===== src/rtl/obj_pkg.sv =====
// Shared types for the OBJ (sprite) pixel pipeline.
//   obj_desc_t       : one sprite descriptor as latched by the walker
//   SCREEN_W_DEFAULT : visible pixels per scanline
//   walk_state_e     : walker FSM states
package obj_pkg;

    localparam int SCREEN_W_DEFAULT = 240;

    typedef struct packed {
        logic [8:0] x;
        logic [7:0] y;
        logic [7:0] hsize;
        logic [7:0] vsize;
        logic       hflip;
        logic       vflip;
        logic [6:0] id;
    } obj_desc_t;

    typedef enum logic {
        ST_IDLE = 1'b0,
        ST_WALK = 1'b1
    } walk_state_e;

endpackage


===== src/rtl/obj_line_hit.sv =====
// Combinational scanline/sprite vertical intersection test.
// Ports:
//   scanline [7:0] in  : current line
//   y        [7:0] in  : sprite top row (wraps mod 256)
//   vsize    [7:0] in  : sprite height
//   dy       [7:0] out : row inside the sprite, scanline - y (wrapping)
//   hit          out   : scanline falls inside the sprite
module obj_line_hit (
    input  logic [7:0] scanline,
    input  logic [7:0] y,
    input  logic [7:0] vsize,
    output logic [7:0] dy,
    output logic       hit
);

    // Wrapping subtraction makes sprites that straddle line 255/0 work
    // without any special case.
    always_comb begin
        dy  = scanline - y;
        hit = (dy < vsize);
    end

endmodule


===== src/rtl/obj_pixel_walker.sv =====
// Per-scanline OBJ pixel sequencer. Accepts one sprite descriptor at a
// time, tests it against the scanline and, on a hit, walks the sprite's
// columns one per cycle, emitting raw (unflipped) in-sprite coordinates
// plus latched attributes for the downstream flip unit.
// Ports:
//   clk, rst_n                 : clock, asynchronous active-low reset
//   scanline [7:0]             : current line (stable while busy)
//   line_start                 : abort pulse, highest priority
//   desc_valid / desc_ready    : descriptor handshake
//   desc_x/y/hsize/vsize/hflip/vflip/id : descriptor fields
//   pix_valid / pix_ready      : pixel handshake
//   pix_x/pix_y [5:0]          : in-sprite column / row
//   pix_hsize/vsize/hflip/vflip/id : latched descriptor attributes
//   pix_screen_x [7:0]         : destination column, < SCREEN_W when valid
//   pix_last                   : final sprite column is being presented
//   busy                       : walker in WALK
module obj_pixel_walker
    import obj_pkg::*;
#(
    parameter int SCREEN_W = SCREEN_W_DEFAULT
) (
    input  logic       clk,
    input  logic       rst_n,
    input  logic [7:0] scanline,
    input  logic       line_start,
    input  logic       desc_valid,
    output logic       desc_ready,
    input  logic [8:0] desc_x,
    input  logic [7:0] desc_y,
    input  logic [7:0] desc_hsize,
    input  logic [7:0] desc_vsize,
    input  logic       desc_hflip,
    input  logic       desc_vflip,
    input  logic [6:0] desc_id,
    output logic       pix_valid,
    input  logic       pix_ready,
    output logic [5:0] pix_x,
    output logic [5:0] pix_y,
    output logic [7:0] pix_hsize,
    output logic [7:0] pix_vsize,
    output logic       pix_hflip,
    output logic       pix_vflip,
    output logic [6:0] pix_id,
    output logic [7:0] pix_screen_x,
    output logic       pix_last,
    output logic       busy
);

    walk_state_e state;
    obj_desc_t   desc_q;
    obj_desc_t   desc_in;
    logic [5:0]  x_q;
    logic [5:0]  dy_q;

    logic [7:0]  dy;
    logic        hit;
    logic        row_ok;
    logic        accept;
    logic [8:0]  sx;
    logic        on_screen;
    logic        at_last;
    logic        advance;

    assign desc_in = '{x: desc_x, y: desc_y, hsize: desc_hsize, vsize: desc_vsize,
                       hflip: desc_hflip, vflip: desc_vflip, id: desc_id};

    obj_line_hit u_line_hit (
        .scanline (scanline),
        .y        (desc_y),
        .vsize    (desc_vsize),
        .dy       (dy),
        .hit      (hit)
    );

    // Rows beyond 63 only arise from out-of-range heights; treat them as
    // misses rather than emit a truncated row index.
    assign row_ok = hit & (dy[7:6] == 2'b00);

    assign desc_ready = (state == ST_IDLE) & ~line_start;
    assign accept     = desc_valid & desc_ready;

    // Screen column wraps mod 512 so sprites at x >= 512-W enter from the left.
    assign sx        = desc_q.x + {3'b000, x_q};
    assign on_screen = (sx < 9'(SCREEN_W));
    assign at_last   = ({2'b00, x_q} == (desc_q.hsize - 8'd1));

    assign busy      = (state == ST_WALK);
    assign pix_valid = busy & on_screen;
    // Off-screen columns are skipped without waiting for the consumer.
    assign advance   = busy & (~on_screen | pix_ready);

    assign pix_x        = x_q;
    assign pix_y        = dy_q;
    assign pix_hsize    = desc_q.hsize;
    assign pix_vsize    = desc_q.vsize;
    assign pix_hflip    = desc_q.hflip;
    assign pix_vflip    = desc_q.vflip;
    assign pix_id       = desc_q.id;
    assign pix_screen_x = sx[7:0];
    assign pix_last     = pix_valid & at_last;

    always_ff @(posedge clk or negedge rst_n) begin
        if (!rst_n) begin
            state  <= ST_IDLE;
            x_q    <= '0;
            dy_q   <= '0;
            desc_q <= '0;
        end else if (line_start) begin
            state <= ST_IDLE;
        end else begin
            case (state)
                ST_IDLE: begin
                    if (accept && row_ok) begin
                        desc_q <= desc_in;
                        dy_q   <= dy[5:0];
                        x_q    <= '0;
                        state  <= ST_WALK;
                    end
                end
                ST_WALK: begin
                    if (advance) begin
                        if (at_last) begin
                            state <= ST_IDLE;
                        end else begin
                            x_q <= x_q + 6'd1;
                        end
                    end
                end
                default: state <= ST_IDLE;
            endcase
        end
    end

endmodule

===== config.mk =====
export PLATFORM = sky130hd
export DESIGN_NAME = obj_pixel_walker
export DESIGN_NICKNAME = d
export VERILOG_FILES = /design/src/rtl/obj_pkg.sv /design/src/rtl/obj_line_hit.sv /design/src/rtl/obj_pixel_walker.sv
export SDC_FILE = /design/constraint.sdc
export NUM_CORES = 1
export LEC_CHECK = 0
export BUFFER_PORTS_ARGS = -buffer_cell sky130_fd_sc_hd__buf_4
export CORE_MARGIN = 2
export CORE_UTILIZATION = 54
export CTS_CLUSTER_DIAMETER = 80
export DETAILED_ROUTE_END_ITERATION = 8
export PLACE_DENSITY = 0.84
export SLEW_MARGIN = 20
export SYNTH_ARGS = -nofsm -noshare
export SYNTH_HDL_FRONTEND = slang
export SYNTH_SLANG_ARGS = --single-unit

===== constraint.sdc =====
create_clock -name clk -period 5.4 [get_ports clk]
set_input_delay 0.81 -clock clk [delete_from_list [all_inputs] [get_ports clk]]
set_output_delay 0.81 -clock clk [all_outputs]
set_load 0.01 [all_outputs]

==> flow_summary.toml, run 1 <==
[worst_setup_path]
arrival_ps = 4420
crit_path_frequent_cell = "inv_1"
path_cells = "buf_4 > inv_1 > ha_1 > inv_1 > fa_1 > a211oi_1 > o21bai_1 > a21oi_1 > xor2_1 > inv_1 > ha_1 > nand2_1 > a2bb2oi_1 > nand4b_1 > a21oi_1 > and3_2 > buf_12 > mux2_2"
regToRegSetupSlack_ps = 2460
path_delay_family = "adder cells"
rr_worst_depth = 10
startpoint_type = "input port"
critPathMaxFanout = 30
crit_path_top_delay_cell = "and3_2"
path_buf_inv = 5
crit_type = "in2reg"
regToRegStartpoint = "pix_x[0]"
rr_endpoint = "pix_x[0]"
worstPathRequired_ps = 5590
end_kind = "flip-flop"
max_stage_delay_ps = 520

[power_and_ir_drop]
powerDensity_nw_per_um2 = 552.7
internal-power_mw = 1.388
switchingPower_mw = 0.8794
p_comb_share_pct = 56.8
power_frac_seq_pct = 31.8
p_leak_nw = 2.015
swShare_pct = 38.78
p_clk_share_pct = 11.5
ir_worst_vdd_mv = 0.3739

[synthesis]
syn-cell-area_sq_um = 3378
synth-main-ff-cell = "dfrtp_1"
synth_edf_count = 0
seq_area_frac_synth_pct = 34.81
synth_area_leader_cell = "dfrtp_1"
netlist.area_leader.share_pct = 34.81
yosysWarnings = 0
syn-mean-instance-area_sq_um = 10.66
synthTopCellsByArea = "dfrtp_1 (35%), mux2_4 (15%), ha_1 (8.1%)"
syn_nets = 396
yosys_register_bits = 47
synth.distinct_cells = 59
synth_cells = 317
synthArstFlopShare_pct = 100.0

[die]
fp.dieW_um = 83.10
core_sq_um = 5991
die-area_sq_um = 6905
die-height_um = 83.10
num_rows = 28
io_pins = 104
start_util_pct = 56.39

[timing]
finalHoldViolations = 0
skew_ps = 7.314
timing.final.crit_share_pct = 78.30
tns_ps = 0
drv_slew = 0
setup_viol = 0
slew_headroom_pct = 60.34
post-route-min-period_ps = 4228
worst_slack_ps = 1172
fmax_mhz = 236.5
worst_pin_slew_ps = 594.8
rsz0062_at_grt = "no"

[cts]
clock_latency_ps = 300
cts_tree = "yes"
cts_max_level = 2
numCtsBuffers = 5
cts_setup_buffers = 0
cts_buffer_depth = 2
clk_pin_slew_worst_paths_ps = 90
clock-sinks = 47
postCtsHoldBufs = 0
cts.repair.resized = 0
cts_root_buf = "clkbuf_8"

[route]
vias = 2551
routed.top_layer = "met4"
ant_nets = 0
wl_met1_um = 3152
met2RoutedLength_um = 3434
wl_per_cell_um = 15.06
first_pass_iters = 4
route.detailed.drc = 0
first_iter_violations = 146
wl_met3_um = 441
routed_via_density = 5.416
finalWirelength_um = 7093

[placed_design]
dp_slack_ps = 861.6
portBuffers = 103
dp_hpwl_um = 5443
routabilityCongestion = 0.8119

[global_routing]
grt_pass1_vias = 2530
grt_pass1_wl_um = 11870
grt_overflow = 0
grt_antenna_before_repair = 0
track_usage_pct = 20.63
grt_start_max_net_pins = 48

[status]
status = "complete, no violations"

[job]
maxCapViolations = 0

[finish]
areaGrowthSynthToFinish_pct = 21.44
final_cell_mix = "buf_4 (103), dfrtp_1 (47), mux2_4 (33), inv_1 (30), ha_1 (22)"
fillers = 487
finalNetCount = 474
diodes = 0
drive_gt1_share_pct = 40.15
layout_commonest_cell = "buf_4"

[hold_path]
min_path_type = "in2async"
[cell families after synthesis]
group	after synthesis	share of synthesized area (%)
fa+ha+maj	24	9.333
mux	38	16.26
compound gates	58	11.85
buf+inv	63	11.52
xor+xnor	18	4.667
simple gates	69	11.56
flops	47	34.81
[metrics by stage]
stage               cells  utilization [%]  hold slack, ps  power [mW]  cell area [sq um]
floorplan             317                -           483.2       1.610               3378
global placement      463            66.60           500.8       1.966               3990
detailed placement    463            66.60           494.9       2.008               3990
CTS                   471            68.48           520.6       2.280               4103
global route          471            68.48           540.4       2.431               4103
finish                471            68.48           501.8       2.268               4103
[cell usage after synthesis (all sizes together) (6+ instances only)]
cell type,number
dfrtp,47
mux2,36
buf,30
inv,30
ha,22
o21ai,15
nor2,14
xnor2,13
a21oi,12
nand2,11
nor3,8
nand3,6
[metal layers]
layer | global-route usage [%] | vias to the layer above
met2 | 34.46 | 86
met4 | 4.620 | 0
met3 | 4.573 | 8
met5 | 0 | -
li1 | - | 1243
met1 | 27.46 | 1214
[cell type report]
cell class	count	area (sq um)	area share [%]
Multi-Input combinational cell	207	1814	44.22
Sequential cell	47	1176	28.67
Timing Repair Buffer	104	793.3	19.34
Inverter	30	112.6	2.745
Tap cell	75	93.84	2.287
Clock buffer	5	68.82	1.677
Clock inverter	3	43.79	1.067
[sequential cells by signal, summed over array words and instances (netlist names)]
signal     cells
busy           1
pix_id         7
pix_vflip      1
pix_y          6
pix_x          6
pix_hflip      1
pix_vsize      8
pix_hsize      8
desc_q         9
[power groups by stage]
stage               Combinational (mW)  Clock, mW  Sequential, mW
detailed placement                1.29          0           0.717
floorplan                        0.940          0           0.670
global placement                  1.25          0           0.716
finish                            1.29      0.260           0.720
global route                      1.40      0.282           0.748
CTS                               1.30      0.266           0.717
[worst max path at each step]
stage / cells past startpoint / slack [ps] / endpoint / startpoint
floorplan: 18 / 1640 / desc_q[40] / scanline[0]
global placement: 18 / 1030 / desc_q[37] / scanline[0]
detailed placement: 18 / 860 / desc_q[39] / scanline[0]
CTS: 18 / 1170 / desc_q[39] / scanline[0]
global route: 18 / 940 / desc_q[39] / scanline[0]
finish: 18 / 1170 / desc_q[39] / scanline[0]
(Power assumes the default switching activity.)
==> run 2, diff against run 1 <==
CORE_UTILIZATION = 52   (was 54)
PLACE_DENSITY = 0.81   (was 0.84)
clock period = 4.08 ns   (was 5.4 ns; I/O delays follow)
==> run 2 against run 1 <==
Effect of this change: final cell count up 0.85%; sequential share of layout area decreased by 0.070 points; critical endpoint unchanged; register-to-register slack worse by 1300 ps.
==> flow_summary.toml, run 2 (synthesized netlist as in run 1, its figures left out) <==
[timing]
tns_ps = 0
post-route-min-period_ps = 3641
fmax_mhz = 274.6
timing.final.crit_share_pct = 89.24
worst_slack_ps = 438.9
rsz0062_at_grt = "no"
drv_slew = 0
skew_ps = 14.73
setup_viol = 0
slew_headroom_pct = 60.00
finalHoldViolations = 0
worst_pin_slew_ps = 600.0

[cts]
cts_root_buf = "clkbuf_8"
clk_pin_slew_worst_paths_ps = 110
cts_setup_buffers = 0
cts_tree = "yes"
clock_latency_ps = 310
cts.repair.resized = 0
cts_buffer_depth = 2
cts_max_level = 2
numCtsBuffers = 5
postCtsHoldBufs = 0
clock-sinks = 47

[finish]
areaGrowthSynthToFinish_pct = 21.74
final_cell_mix = "buf_4 (104), dfrtp_1 (47), mux2_4 (33), inv_1 (30), ha_1 (22)"
postLayoutCellArea_sq_um = 4113
postLayoutCoreUtil_pct = 65.14
seq_area_sq_um = 1176
fillers = 541
largest_reg_flops = 9
layout_commonest_cell = "buf_4"
instances_no_fill = 475
top_register = "desc_q"
diodes = 0
multi_input_area_sq_um = 1814
finalNetCount = 476
drive_gt1_share_pct = 40.45

[die]
die-area_sq_um = 7157
core_sq_um = 6314
fp.dieW_um = 84.60
start_util_pct = 53.51
num_rows = 29
io_pins = 104
die-height_um = 84.60

[power_and_ir_drop]
ir_worst_vdd_mv = 0.5206
powerDensity_nw_per_um2 = 717.1
p_leak_nw = 2.011

[route]
routed_via_density = 5.389
wl_per_cell_um = 14.88
first_iter_violations = 103
vias = 2560
finalWirelength_um = 7067
route.detailed.drc = 0
first_pass_iters = 4
ant_nets = 0

[worst_setup_path]
arrival_ps = 3850
worstPathRequired_ps = 4290
path_buf_inv = 5
crit_path_frequent_cell = "inv_1"
startpoint_type = "input port"
crit_path_top_delay_cell = "fa_1"
end_kind = "flip-flop"
max_stage_delay_ps = 420
path_cells = "buf_4 > inv_1 > ha_1 > inv_1 > fa_1 > a211oi_1 > o21bai_1 > a21oi_1 > xor2_1 > inv_1 > ha_1 > nand2_1 > a2bb2oi_1 > nand4b_1 > a21oi_1 > and3_2 > buf_12 > mux2_2"
crit_type = "in2reg"
critPathMaxFanout = 20
path_delay_family = "compound AO/OA/AOI/OAI gates"

[placed_design]
routabilityCongestion = 0.9395
dpl-instance-area_sq_um = 4020
portBuffers = 103
dp.cells = 467
dp_hpwl_um = 5387
dp_slack_ps = 140.5

[global_routing]
track_usage_pct = 20.47
grt_overflow = 0
grt_start_max_net_pins = 48
grt_pass1_vias = 2613
grt_pass1_wl_um = 12120
grt_antenna_before_repair = 0

[hold_path]
min_path_type = "in2async"

[job]
maxCapViolations = 0

[status]
status = "complete, no violations"
## run 2: cell count changes in the layout (fill, tap and decap cells not counted)
cell and change:
buf_4 +1, clkinv_2 -1, inv_6 +1, clkinv_4 -1
clkinvlp_4 +2, buf_12 +1, bufinv_16 -1
## run 2: final timing paths
kind / start / endpoint / slack, ps / depth (start not counted)
setup reg to reg: pix_x[0] / pix_x[2] / 1140 / 11
min in group clk: line_start / busy / 490 / 2
setup / recovery: scanline[0] / desc_q[39] / 440 / 18
max in group asynchronous: rst_n / busy / 3370 / 1
hold reg to reg: pix_vsize[3] / pix_vsize[3] / 520 / 1
hold / removal: rst_n / pix_hsize[3] / 310 / 1
## run 2: stage by stage
stage,power [mW],hold slack [ps]
5_1_grt,3.171,355.4
6_report,2.949,308.1
2_1_floorplan,2.131,316.4
3_3_place_gp,2.606,496.7
3_5_place_dp,2.657,494.2
4_1_cts,2.966,328.6
## run 2: worst register-to-register path: stages (launching register included)
cell	delay, ps
dfrtp_1	490
ha_1	280
inv_1	80
fa_1	400
nor2b_1	190
o211ai_2	140
a31o_2	260
or3_1	310
nor2_2	270
a211oi_1	130
buf_4	170
o211ai_1	150
## run 2: where the power goes
part	total (mW)	internal, mW	leakage [nW]	switching [mW]
Sequential	0.941	0.688	0.572	0.253
Combinational	1.71	0.970	1.40	0.737
Clock	0.301	0.123	0.0408	0.178
Total	2.95	1.78	2.01	1.17
## run 2: final cells by class
type / count / area share, %
multi-input combinational: 207 / 44.11
inverter: 30 / 2.738
clock inverter: 3 / 0.5780
tap: 77 / 2.343
sequential: 47 / 28.60
clock buffer: 5 / 1.673
timing repair buffer: 106 / 19.96
## run 2: layer usage
| layer | track usage [%] | share of wire [%] | vias up |
|---|---|---|---|
| met5 | 0 | 0 | - |
| met4 | 5.628 | 1.2 | 0 |
| met3 | 4.130 | 5.7 | 8 |
| met2 | 34.43 | 49 | 72 |
| li1 | - | - | 1248 |
| met1 | 26.92 | 44 | 1232 |
==> run 3, diff against run 2 <==
BUFFER_PORTS_ARGS = default   (was -buffer_cell sky130_fd_sc_hd__buf_4)
CORE_UTILIZATION = 54   (was 52)
DONT_BUFFER_PORTS = 1   (was default)
PLACE_DENSITY = 0.8   (was 0.81)
==> run 3 against run 2 <==
Effect of this change: first-iteration DRC count grew 3.9%; clock power shrank 13%; setup slack gained 51 ps; sequential share of layout area grew 6.7 points; critical path depth shrank 1; global-route usage shrank 1.9 points; final area shrank 19%; core utilization shrank 9.6 points; hold slack lost 150 ps; non-clock buffer count shrank 103.
==> flow_summary.toml, run 3 (synthesized netlist as in run 1, its figures left out) <==
[status]
status = "complete, no violations"

[finish]
top_register = "desc_q"
finalNetCount = 373
final_cell_mix = "dfrtp_1 (47), mux2_4 (33), inv_1 (30), ha_1 (22), o21ai_0 (15)"
layout_commonest_cell = "dfrtp_1"
diodes = 0
drive_gt1_share_pct = 19.11
largest_reg_flops = 9
areaGrowthSynthToFinish_pct = -1.482

[timing]
fmax_mhz = 278.5
post-route-min-period_ps = 3590
finalHoldViolations = 0
tns_ps = 0
drv_slew = 0
hold_slack_ps = 158.9
timing.final.crit_share_pct = 88.00
rsz0062_at_grt = "no"
skew_ps = 7.805
setup_viol = 0
worst_slack_ps = 489.6
worst_pin_slew_ps = 510.7
slew_headroom_pct = 65.75

[global_routing]
grt_overflow = 0
grt_pass1_vias = 2227
track_usage_pct = 18.61
grt_start_max_net_pins = 48
grt_pass1_wl_um = 10680
grt_antenna_before_repair = 0

[worst_setup_path]
critPathMaxFanout = 34
rr_worst_depth = 10
startpoint_type = "input port"
arrival_ps = 3770
end_kind = "flip-flop"
worstPathRequired_ps = 4260
crit_type = "in2reg"

[cts]
clk_pin_slew_worst_paths_ps = 90
clock_latency_ps = 300
cts_root_buf = "clkbuf_8"
numCtsBuffers = 5
cts_buffer_depth = 2
cts_tree = "yes"
clock-sinks = 47
cts_setup_buffers = 0
cts_max_level = 2

[placed_design]
dp_hpwl_um = 4829
routabilityCongestion = 0.7873
dp_slack_ps = 166.7
portBuffers = 0

[die]
io_pins = 104
core_sq_um = 5991
num_rows = 28
die-height_um = 83.10
fp.dieW_um = 83.10
die-area_sq_um = 6905
start_util_pct = 56.39

[route]
first_iter_violations = 107
wl_per_cell_um = 17.38
vias = 2184
first_pass_iters = 4
routed_via_density = 5.935
ant_nets = 0
route.detailed.drc = 0
finalWirelength_um = 6397

[power_and_ir_drop]
ir_worst_vdd_mv = 0.3806
total_power_mw = 2.460
powerDensity_nw_per_um2 = 739.3
p_leak_nw = 1.509

[job]
maxCapViolations = 0

[hold_path]
min_path_type = "in2async"
run 3: cell types whose count changed in the layout (fill, tap and decap cells not counted):
cell | previous run | this run
buf_16 | 0 | 1
buf_12 | 2 | 1
buf_4 | 104 | 1
inv_6 | 1 | 0
clkinvlp_4 | 2 | 1
run 3: timing repair:
action | in CTS | in global routing
gates resized for setup | 0 | 0
hold buffers | 1 | 0
setup endpoints to repair | 0 | 0
endpoints found under the hold margin | 47 | 0
run 3: layout make-up:
class / instances / area [sq um]
Fill cell: 507 / 2663
Multi-Input combinational cell: 207 / 1814
Sequential cell: 47 / 1176
Inverter: 30 / 112.6
Tap cell: 75 / 93.84
Clock buffer: 5 / 68.82
Timing Repair Buffer: 3 / 55.05
Clock inverter: 1 / 7.507
run 3: power by group:
group | switching [mW] | total, mW | internal, mW
logic | 0.534 | 1.14 | 0.607
registers | 0.370 | 1.06 | 0.687
clock network | 0.149 | 0.263 | 0.114
total | 1.05 | 2.46 | 1.41
run 3: worst paths after layout:
path	start	to	slack, ps
worst max-delay path	scanline[0]	desc_q[38]	490
worst min-delay path	rst_n	pix_hsize[2]	160
worst max register to register	pix_x[0]	pix_x[0]	1010
worst min register to register	desc_q[33]	desc_q[33]	530
max in group asynchronous	rst_n	pix_y[4]	3710
min in group clk	line_start	busy	380
run 3: per-stage QoR:
step	util (%)	cells	cell area, sq um
floorplan	-	317	3378
global placement	53.82	361	3224
detailed placement	53.82	361	3224
CTS	55.56	368	3328
global route	55.56	368	3328
finish	55.56	368	3328
run 3: per-layer routing:
layer / part of all wire (%) / routed length, um / GRT usage [%] / up-vias
met5: 0 / 0 / 0 / -
li1: - / - / - / 1040
met4: 1.8 / 117 / 6.259 / 0
met2: 49 / 3159 / 31.67 / 87
met1: 40 / 2584 / 21.75 / 1046
met3: 8.4 / 536 / 6.660 / 11
run 3: critical path, stage by stage:
cell and delay, ps:
inv_1 40, ha_1 150, inv_1 50, fa_1 420, a211oi_1 240, o21bai_1 100, a21oi_1 180, xor2_1 240
inv_1 70, ha_1 270, nand2_1 80, a2bb2oi_1 160, nand4b_1 110, a21oi_1 160, and3_2 240, buf_12 270
mux2_2 370
